File: src/rtl/arm_pkg.sv
// Shared constants for the ARM flag register and condition evaluation:
// condition-field encodings and {N,Z,C,V} bit positions.
package arm_pkg;

  localparam int unsigned FLAGS_W = 4;
  localparam int unsigned COND_W  = 4;

  localparam int unsigned FLAG_N = 3;
  localparam int unsigned FLAG_Z = 2;
  localparam int unsigned FLAG_C = 1;
  localparam int unsigned FLAG_V = 0;

  localparam logic [COND_W-1:0] COND_EQ = 4'h0;
  localparam logic [COND_W-1:0] COND_NE = 4'h1;
  localparam logic [COND_W-1:0] COND_CS = 4'h2;
  localparam logic [COND_W-1:0] COND_CC = 4'h3;
  localparam logic [COND_W-1:0] COND_MI = 4'h4;
  localparam logic [COND_W-1:0] COND_PL = 4'h5;
  localparam logic [COND_W-1:0] COND_VS = 4'h6;
  localparam logic [COND_W-1:0] COND_VC = 4'h7;
  localparam logic [COND_W-1:0] COND_HI = 4'h8;
  localparam logic [COND_W-1:0] COND_LS = 4'h9;
  localparam logic [COND_W-1:0] COND_GE = 4'hA;
  localparam logic [COND_W-1:0] COND_LT = 4'hB;
  localparam logic [COND_W-1:0] COND_GT = 4'hC;
  localparam logic [COND_W-1:0] COND_LE = 4'hD;
  localparam logic [COND_W-1:0] COND_AL = 4'hE;
  localparam logic [COND_W-1:0] COND_NV = 4'hF;

endpackage

File: src/rtl/arm_cond_eval.sv
// Combinational ARM condition-field evaluation against {N,Z,C,V}.
// Shared with the branch unit, so it carries no state.
module arm_cond_eval
  import arm_pkg::*;
(
  input  logic [COND_W-1:0]  cond,
  input  logic [FLAGS_W-1:0] flags,
  output logic               pass
);

  logic n, z, c, v;

  assign n = flags[FLAG_N];
  assign z = flags[FLAG_Z];
  assign c = flags[FLAG_C];
  assign v = flags[FLAG_V];

  always_comb begin
    pass = 1'b0;
    unique case (cond)
      COND_EQ: pass = z;
      COND_NE: pass = ~z;
      COND_CS: pass = c;
      COND_CC: pass = ~c;
      COND_MI: pass = n;
      COND_PL: pass = ~n;
      COND_VS: pass = v;
      COND_VC: pass = ~v;
      COND_HI: pass = c & ~z;
      COND_LS: pass = ~c | z;
      COND_GE: pass = (n == v);
      COND_LT: pass = (n != v);
      COND_GT: pass = ~z & (n == v);
      COND_LE: pass = z | (n != v);
      COND_AL: pass = 1'b1;
      COND_NV: pass = 1'b0;
      default: pass = 1'b0;
    endcase
  end

endmodule

File: src/rtl/arm_status_flags.sv
// CPSR condition flags downstream of the ALU: S-bit capture, MSR writes,
// carry feedback and condition evaluation. Define ARM_SPSR_EN for SPSR save/restore.
module arm_status_flags
  import arm_pkg::*;
#(
  parameter bit FLAG_BYPASS = 1'b1
) (
  input  logic               clk,
  input  logic               rst_n,
  input  logic               alu_valid,
  input  logic               s_bit,
  input  logic               logic_op,
  input  logic               alu_n,
  input  logic               alu_z,
  input  logic               alu_c,
  input  logic               alu_v,
  input  logic               shifter_c,
  input  logic               msr_we,
  input  logic [FLAGS_W-1:0] msr_data,
  input  logic               exc_entry,
  input  logic               exc_return,
  input  logic [COND_W-1:0]  cond,
  output logic [FLAGS_W-1:0] flags,
  output logic               c_out,
  output logic               cond_pass
);

  logic [FLAGS_W-1:0] flags_next;
  logic [FLAGS_W-1:0] eval_flags;

`ifdef ARM_SPSR_EN
  logic [FLAGS_W-1:0] spsr;
  logic               spsr_we;
`else
  logic unused_exc;
  assign unused_exc = exc_entry ^ exc_return;
`endif

  // One update source per cycle; ALU inputs are only looked at when qualified.
  always_comb begin
    flags_next = flags;
`ifdef ARM_SPSR_EN
    spsr_we    = 1'b0;
    if (exc_return) begin
      flags_next = spsr;
    end else if (exc_entry) begin
      spsr_we = 1'b1;
    end else
`endif
    if (msr_we) begin
      flags_next = msr_data;
    end else if (alu_valid && s_bit) begin
      if (logic_op) begin
        flags_next = {alu_n, alu_z, shifter_c, flags[FLAG_V]};
      end else begin
        flags_next = {alu_n, alu_z, alu_c, alu_v};
      end
    end
  end

  always_ff @(posedge clk or negedge rst_n) begin
    if (!rst_n) begin
      flags <= '0;
    end else begin
      flags <= flags_next;
    end
  end

`ifdef ARM_SPSR_EN
  // SPSR captures the pre-update flags on exception entry.
  always_ff @(posedge clk or negedge rst_n) begin
    if (!rst_n) begin
      spsr <= '0;
    end else if (spsr_we) begin
      spsr <= flags;
    end
  end
`endif

  assign eval_flags = FLAG_BYPASS ? flags_next : flags;
  assign c_out      = eval_flags[FLAG_C];

  arm_cond_eval u_cond_eval (
    .cond  (cond),
    .flags (eval_flags),
    .pass  (cond_pass)
  );

endmodule

File: config.mk
export PLATFORM = sky130hd
export DESIGN_NAME = arm_status_flags
export DESIGN_NICKNAME = d
export VERILOG_FILES = /design/src/rtl/arm_pkg.sv /design/src/rtl/arm_cond_eval.sv /design/src/rtl/arm_status_flags.sv
export SDC_FILE = /design/constraint.sdc
export NUM_CORES = 1
export LEC_CHECK = 0
export BUFFER_PORTS_ARGS = -buffer_cell sky130_fd_sc_hd__clkbuf_2
export CORE_AREA = 2 2 48 50
export DETAILED_ROUTE_END_ITERATION = 16
export DIE_AREA = 0 0 50 52
export GPL_TIMING_DRIVEN = 1
export PLACE_DENSITY = 0.59
export SLEW_MARGIN = 20
export SYNTH_ARGS = -nofsm -noshare
export SYNTH_HDL_FRONTEND = slang
export SYNTH_SLANG_ARGS = --single-unit
File: constraint.sdc
create_clock -name clk -period 1.8 [get_ports clk]
set_input_delay 0.27 -clock clk [delete_from_list [all_inputs] [get_ports clk]]
set_output_delay 0.27 -clock clk [all_outputs]
set_load 0.03 [all_outputs]
==> Yosys cells after proc, flatten, opt, wreduce, memory -nomap -nowiden <==
Cells that the tools add are included.
{ "totals": {"ff_bits": 4, "latchBits": 0, "mem_bits_rw": 0, "rom_bits": 0, "out_inout_bits": 6, "elab_cells": 32, "memories": 0} }
{ "op_classes": {"addsub": 0, "mul": 0, "div": 0, "order_cmp": 0, "eq_ne": 17, "n_shift": 0, "mux": 4, "n_bitwise": 8, "n_reduce_logical": 2} }
{ "ops": {"columns": ["operator", "n"], "rows": [
  ["equality test 4 bit (second input constant)", 8],
  ["equality test 4 x 3 -> 1 bit (second input constant)", 4],
  ["one-hot mux 1 bit (16 select lines)", 1],
  ["equality test 4 x 2 -> 1 bit (second input constant)", 2],
  ["two-way mux 4 bit", 2],
  ["equality test 4 x 1 -> 1 bit (second input constant)", 1],
  ["zero test 4 bit", 1],
  ["inverter 1 bit", 4],
  ["AND 1 bit", 2],
  ["two-way mux 2 bit", 1],
  ["OR 1 bit", 2],
  ["equality test 1 bit", 1],
  ["logical AND 1 bit", 1],
  ["!= test 1 bit", 1]
]} }

==> Depth between registers and ports, before layout <==
Gate-level depths: netlist of the first run.
{ "logic_depth": {"ltp_word": 6, "depth_mapped": 8, "ltp_nobuf": 7} }

==> Modules after synthesis <==
A second synthesis of the first run with hierarchy kept.
{ "unflattened": {"hier_cells": 43, "hier_area_um2": 359.1} }
{ "modules_own_cells": {"columns": ["mod", "n_inst", "cells_each", "area_per_inst_um2", "seq_area_each_um2"], "rows": [
  ["arm_status_flags", 1, 20, 203.9, 100.1],
  ["arm_cond_eval", 1, 23, 155.1, 0.0]
]} }

==> Worst setup path after synthesis of the first run <==
Ideal clock, no wire load.
{ "synth_path": {"path_type": "register to output", "startpoint": "reg flags[3]", "endpoint": "out cond_pass", "arrival_time_ns": 2.191, "slack_ns": -0.661, "stages_incl_launch_ff": 6, "path_buffers": 0, "path_cell_list": "dfrtp_1 -> clkinv_1 -> o311a_2 -> xnor3_1 -> o32a_1 -> o2111ai_1"} }
{ "synth_between": {"elab_chain_len": 5} }
{ "synth_lines": {"columns": ["item", "line", "source"], "rows": [
  ["start: declaration", "arm_status_flags.sv:23", "output logic [FLAGS_W-1:0] flags,"],
  ["start signal: assignment", "arm_status_flags.sv:65", "flags <= flags_next;"],
  ["two-way mux 4 bit *", "arm_status_flags.sv:52", "end else if (alu_valid && s_bit) begin"],
  ["two-way mux 4 bit *", "arm_status_flags.sv:50", "if (msr_we) begin"],
  ["!= test 1 bit / equality test 1 bit (equally long branches)", null, null],
  ["OR 1 bit / AND 1 bit (equally long branches)", "arm_cond_eval.sv:34, arm_cond_eval.sv:33", null],
  ["one-hot mux 1 bit (16 select lines) *", "arm_cond_eval.sv:20", "unique case (cond)"],
  ["end: declaration", "arm_status_flags.sv:25", "output logic cond_pass"]
]} }
Mark *: on every way between the ends. The rest lies on a longest branch, timed or not.

==> Worst setup path in the final report of the first run <==
{ "layout_path": {"startpoint": "reg flags[0]", "endpoint": "out cond_pass"} }
{ "layout_between": {"elab_chain_len": 6} }
{ "layout_lines": {"columns": ["item", "line", "source"], "rows": [
  ["two-way mux 2 bit", "arm_status_flags.sv:53", "if (logic_op) begin"],
  ["two-way mux 4 bit *", "arm_status_flags.sv:52", null],
  ["two-way mux 4 bit *", "arm_status_flags.sv:50", null],
  ["named net eval_flags[0]", "arm_status_flags.sv:29", "logic [FLAGS_W-1:0] eval_flags;"],
  ["!= test 1 bit / equality test 1 bit (equally long branches)", null, null],
  ["OR 1 bit / AND 1 bit (equally long branches)", "arm_cond_eval.sv:34, arm_cond_eval.sv:33", null],
  ["one-hot mux 1 bit (16 select lines) *", "arm_cond_eval.sv:20", null]
]} }
Mark *: on every way through the listed nets, which the timed path passes. The rest lies on a longest branch.

==> results of run 1 <==
critical path, stage by stage, from the launching register on:
cell and delay (ps):
dfrtp_2 390, mux2_4 260, mux2_4 300, xnor3_1 190, o32a_1 330, o2111ai_4 220, buf_8 150
layout make-up:
type                       instances  area share [%]
sequential                         4            12.4
multi-input combinational         40            46.8
tap                               28            4.19
clock buffer                       4            3.14
inverter                           4            1.94
timing repair buffer              41            31.5
Yosys cell counts (2+ instances only):
| cell | count |
|---|---|
| o21ai_0 | 2 |
| dfrtp_1 | 4 |
| nor3_1 | 2 |
| nand3b_1 | 2 |
| nand2_1 | 5 |
| nor2_1 | 3 |
| mux2i_1 | 3 |
| nand3_1 | 2 |
| inv_1 | 2 |
power groups by stage:
stage                     logic, W  registers (W)  clock network [W]
final                     0.000249       0.000108           0.000117
after CTS                 0.000246       0.000108           0.000125
after floorplan           0.000122       0.000128                  0
after global placement    0.000231       0.000109                  0
after detailed placement  0.000234       0.000109                  0
after global routing      0.000268       0.000109           0.000134
per-layer routing:
layer	up-vias	share of wire (%)	GRT usage, %
li1	274	-	-
met5	-	0	0
met3	2	8.9	2.01
met4	0	1.7	8.33
met1	252	45	13.8
met2	28	45	19.7
logic make-up after synthesis:
kind of cell | share of synthesized area, %
compound gates | 24.3
buf+inv | 6.46
flops | 20.7
simple gates | 28.7
mux | 11.6
xor+xnor | 8.27
worst paths after layout:
kind | startpoint | to | slack [ps]
max in group asynchronous | rst_n | flags[1]$_DFF_PN0_ | 1270
max reg2reg | flags[3]$_DFF_PN0_ | flags[3]$_DFF_PN0_ | 700
max | flags[0]$_DFF_PN0_ | cond_pass | -540
min | msr_data[0] | flags[0]$_DFF_PN0_ | 330
min in group asynchronous | rst_n | flags[3]$_DFF_PN0_ | 380
min reg2reg | flags[0]$_DFF_PN0_ | flags[0]$_DFF_PN0_ | 700
through the flow:
stage	cell area (sq um)	setup WS (ps)
after floorplan	520	-349
after CTS	832	-571
after global placement	779	-558
final	837	-542
after global routing	837	-621
after detailed placement	779	-570
placed cells by master, fill, tap and decap left out, types with 2 or more instances in the layout:
master,count
nor3_1,2
nor2_1,3
nand3_1,2
o21ai_0,2
inv_1,2
clkbuf_4,3
mux2_4,2
mux2i_1,3
clkbuf_2,23
nand2_1,5
dfrtp_2,3
buf_4,15
nand3b_1,2
timing repair:
action / in CTS / in global routing
resized for setup: 3 / 2
endpoints found under the setup margin: 1 / 1
hold endpoints to repair: 4 / 0
hold buffers: 1 / 0
pin swaps: 3 / 0
==> flow_metrics.tcl, run 1 <==
set metrics [dict create \
    die_h_um 52 \
    worstPathArrival_ps 2070 \
    fmax_mhz 427 \
    fp-row-count 17 \
    register_area_sq_um 104 \
    hold_class "input port to flop" \
    regMostFlops "flags" \
    postSynthAreaPerCell_sq_um 9.68 \
    netlist_instances 50 \
    portBuffers 24 \
    setup_viol_count_final 1 \
    relSlewSlack_pct 78.9 \
    internal-power_w 0.000312 \
    pwr-share-clk_pct 24.7 \
    track_usage_pct 11.9 \
    crit_path_end_kind "output port" \
    dpl.hpwl_mm 1.19 \
    tritoncts "built" \
    grt_pass1_wl_mm 2.33 \
    pwr_density_cell_mw_per_mm2 566 \
    htree_levels 1 \
    dp.cells 116 \
    fin_skew_ps 0 \
    switching_share_pct 34.1 \
    finalCriticalPeriod_ps 2340 \
    firstDrtPassIters 4 \
    setup_tns_ps -542 \
    gp_congestion 0.855 \
    yosys_warnings 0 \
    final_hold_viol_count 0 \
    critPathMaxFanout 4 \
    synth-seq-cells 4 \
    hold_ws_ps 332 \
    drcViolationCount 0 \
    syn-cell-area_sq_um 484 \
    start_kind "flop" \
    final.fill_count 220 \
    clock-sinks 4 \
    synth_cell_types 34 \
    ant_nets 0 \
    globalRouteOverflowTotal 0 \
    power_w 0.000474 \
    dieArea_sq_mm 0.00260 \
    cts_inserted_buffers 3 \
    drt_iter0_drc 7 \
    synthTopCellsByArea "dfrtp_1 (21%), mux2i_1 (6.2%), o221ai_4 (5.4%)" \
    drive_gt1_share_pct 62.4 \
    ctsRootBufferMaster "clkbuf_4" \
    fin_crit_sh_pct 130 \
    vias_per_cell 4.60 \
    layoutNonFillerInstCount 121 \
    clk_latency_ps 230 \
    wire_per_inst_um 11.3 \
    vias 556 \
    combPwrFrac_pct 52.5 \
    antenna_found_initial 0 \
    ios 27 \
    tightest_slew_ps 312 \
    ir_worst_vdd_mv 0.254 \
    synth_edf_count 0 \
    whs_path_depth 2 \
    num_antenna_cells 0 \
    finalMaxSlewViolations 0 \
    syn_nets 71 \
    r2r_cells 5 \
    yosys.area.top_type_share_pct 20.7 \
    clk_pin_slew_ps 40 \
    ys.flop_type "dfrtp_1" \
    pwr-share-seq_pct 22.7 \
    core-area_sq_mm 0.00211 \
    reg_top3 "flags x4" \
    post_cts.repair.setup_buffers 0 \
    crit_required_ps 1530 \
    status "complete, but fails checks" \
    path_class "flop to output port" \
    synthArstFlopShare_pct 100 \
    largest_reg_flops 4 \
    fin_nets 115 \
    cts_buffer_depth 2 \
    p_leak_nw 0.413 \
    worst_slack_ps -542 \
    synth_top_area_cell "dfrtp_1" \
    post-route-util_pct 39.8 \
    multi_input_area_sq_um 392 \
    routed_wl_mm 1.37 \
    violations "setup timing" \
    die_x_um 50 \
    rsz0062_at_grt "true" \
    grt_max_degree 10 \
    start_util_pct 23.0 \
    grt_pass1_vias 538 \
    ys_seq_area_share_pct 20.7 \
    max_cap_viol_count 0 \
    p_sw_w 0.000162 \
    syn2layout_area_growth_pct 72.9 \
]
Power figures use the tool's default switching activity.
==> run 2, diff against run 1 <==
--- a/config.mk
+++ b/config.mk
@@ -6,9 +6,9 @@
 export NUM_CORES = 1
 export LEC_CHECK = 0
 export BUFFER_PORTS_ARGS = -buffer_cell sky130_fd_sc_hd__clkbuf_2
-export CORE_AREA = 2 2 48 50
+export CORE_AREA = 4 4 50 52
 export DETAILED_ROUTE_END_ITERATION = 16
-export DIE_AREA = 0 0 50 52
+export DIE_AREA = 0 0 54 56
 export GPL_TIMING_DRIVEN = 1
 export PLACE_DENSITY = 0.59
 export SLEW_MARGIN = 20
==> run 2 against run 1 <==
Compared with the run above: the run still ends with setup timing left; combinational power grew 4%; fmax grew 1.1%; sequential share of layout area shrank 0.33 points; critical endpoint unchanged; die area grew 16%.
==> flow_metrics.tcl, run 2 (synthesis results as in run 1) <==
set metrics [dict create \
    gp_congestion 0.793 \
    antenna_found_initial 0 \
    start_util_pct 23.0 \
    clk_latency_ps 240 \
    fin_nets 115 \
    p_leak_nw 0.416 \
    setup_viol_count_final 1 \
    grt_max_degree 10 \
    post-route-util_pct 40.8 \
    violations "setup timing" \
    vias 552 \
    clock-sinks 4 \
    status "complete, but fails checks" \
    ant_nets 0 \
    fin_skew_ps 0 \
    start_kind "flop" \
    grt_pass1_vias 559 \
    ios 27 \
    wire_per_inst_um 12.2 \
    r2r_cells 3 \
    ctsRootBufferMaster "clkbuf_4" \
    reg_top3 "flags x4" \
    reg2reg_from "flags[0]$_DFF_PN0_" \
    fmax_mhz 432 \
    routed_wl_mm 1.48 \
    dieArea_sq_mm 0.00302 \
    regMostFlops "flags" \
    worstPathArrival_ps 2050 \
    vias_per_cell 4.56 \
    post_cts.repair.setup_buffers 0 \
    crit_required_ps 1530 \
    drive_gt1_share_pct 62.4 \
    die_h_um 56 \
    htree_levels 1 \
    tightest_slew_ps 350 \
    dp.cells 116 \
    final_cell_mix "clkbuf_2 (23), buf_4 (15), nand2_1 (5)" \
    track_usage_pct 10.2 \
    cts_buffer_depth 2 \
    power_w 0.000488 \
    ir_worst_vdd_mv 0.216 \
    finalMaxSlewViolations 0 \
    clk_pin_slew_ps 40 \
    fp-row-count 17 \
    grt_pass1_wl_mm 2.30 \
    syn2layout_area_growth_pct 77.5 \
    drcViolationCount 0 \
    finalCriticalPeriod_ps 2320 \
    dpl.hpwl_mm 1.22 \
    crit_path_end_kind "output port" \
    cts_inserted_buffers 3 \
    place_ws_ps -548 \
    portBuffers 24 \
    firstDrtPassIters 4 \
    r2r_end "flags[0]$_DFF_PN0_" \
    core-area_sq_mm 0.00211 \
    mostFrequentLayoutCell "clkbuf_2" \
    r2r_slack_ps 590 \
    layoutNonFillerInstCount 121 \
    die_x_um 54 \
    final.fill_count 211 \
    pwr_density_cell_mw_per_mm2 568 \
    worst_slack_ps -516 \
    largest_reg_flops 4 \
    final_hold_viol_count 0 \
    rsz0062_at_grt "true" \
    hold_class "input port to asynchronous set/reset pin" \
    relSlewSlack_pct 76.4 \
    tritoncts "built" \
    max_cap_viol_count 0 \
    globalRouteOverflowTotal 0 \
    fin_crit_sh_pct 129 \
    num_antenna_cells 0 \
    drt_iter0_drc 8 \
    path_class "flop to output port" \
    critPathMaxFanout 3 \
]
run 2: what timing repair did:
action	in CTS	in global routing
endpoints found under the hold margin	4	0
hold buffers	1	0
setup endpoints to repair	1	1
pin swaps	4	0
gates resized for setup	4	3
run 2: layout make-up:
cell class	instances	area, sq um	share of cell area, %
multi-input cells	40	414	48.2
well taps	28	35.0	4.08
clock buffers	4	26.3	3.06
repair buffers	41	264	30.7
inverters	4	16.3	1.89
flip-flops and latches	4	104	12.1
run 2: where the power goes:
| part | total, W | switching, W | internal (W) |
|---|---|---|---|
| Sequential | 0.000108 | 0.00000658 | 0.000101 |
| Clock | 0.000120 | 0.0000373 | 0.0000832 |
| Combinational | 0.000260 | 0.000127 | 0.000133 |
| Total | 0.000488 | 0.000171 | 0.000317 |
run 2: per-stage QoR:
step	TNS [ps]	hold WS, ps	area, sq um
2_1_floorplan	-349	-25.6	520
3_3_place_gp	-551	85.4	779
3_5_place_dp	-548	86.9	779
4_1_cts	-555	377	836
5_1_grt	-578	384	860
6_report	-516	378	860
run 2: critical path: stages (launching register included):
cell       delay (ps)
dfrtp_2           390
mux2_4            260
mux2_4            290
xnor3_1           170
o32a_1            330
o2111ai_4         220
buf_8             150
run 2: worst max path at each step:
stage,from,end,cells after the start
after floorplan,flags[0]$_DFF_PN0_,cond_pass,5
after global placement,logic_op,cond_pass,8
after detailed placement,logic_op,cond_pass,8
after CTS,flags[0]$_DFF_PN0_,cond_pass,7
after global routing,flags[0]$_DFF_PN0_,cond_pass,7
final,flags[0]$_DFF_PN0_,cond_pass,6
run 2: routing by layer:
metal  up-vias  GRT usage, %  routed length (um)
li1        278             -                   -
met1       246          12.6                 627
met2        26          15.9                 685
met3         2          2.14                 152
met4         0          5.34                  14
met5         -             0                   0
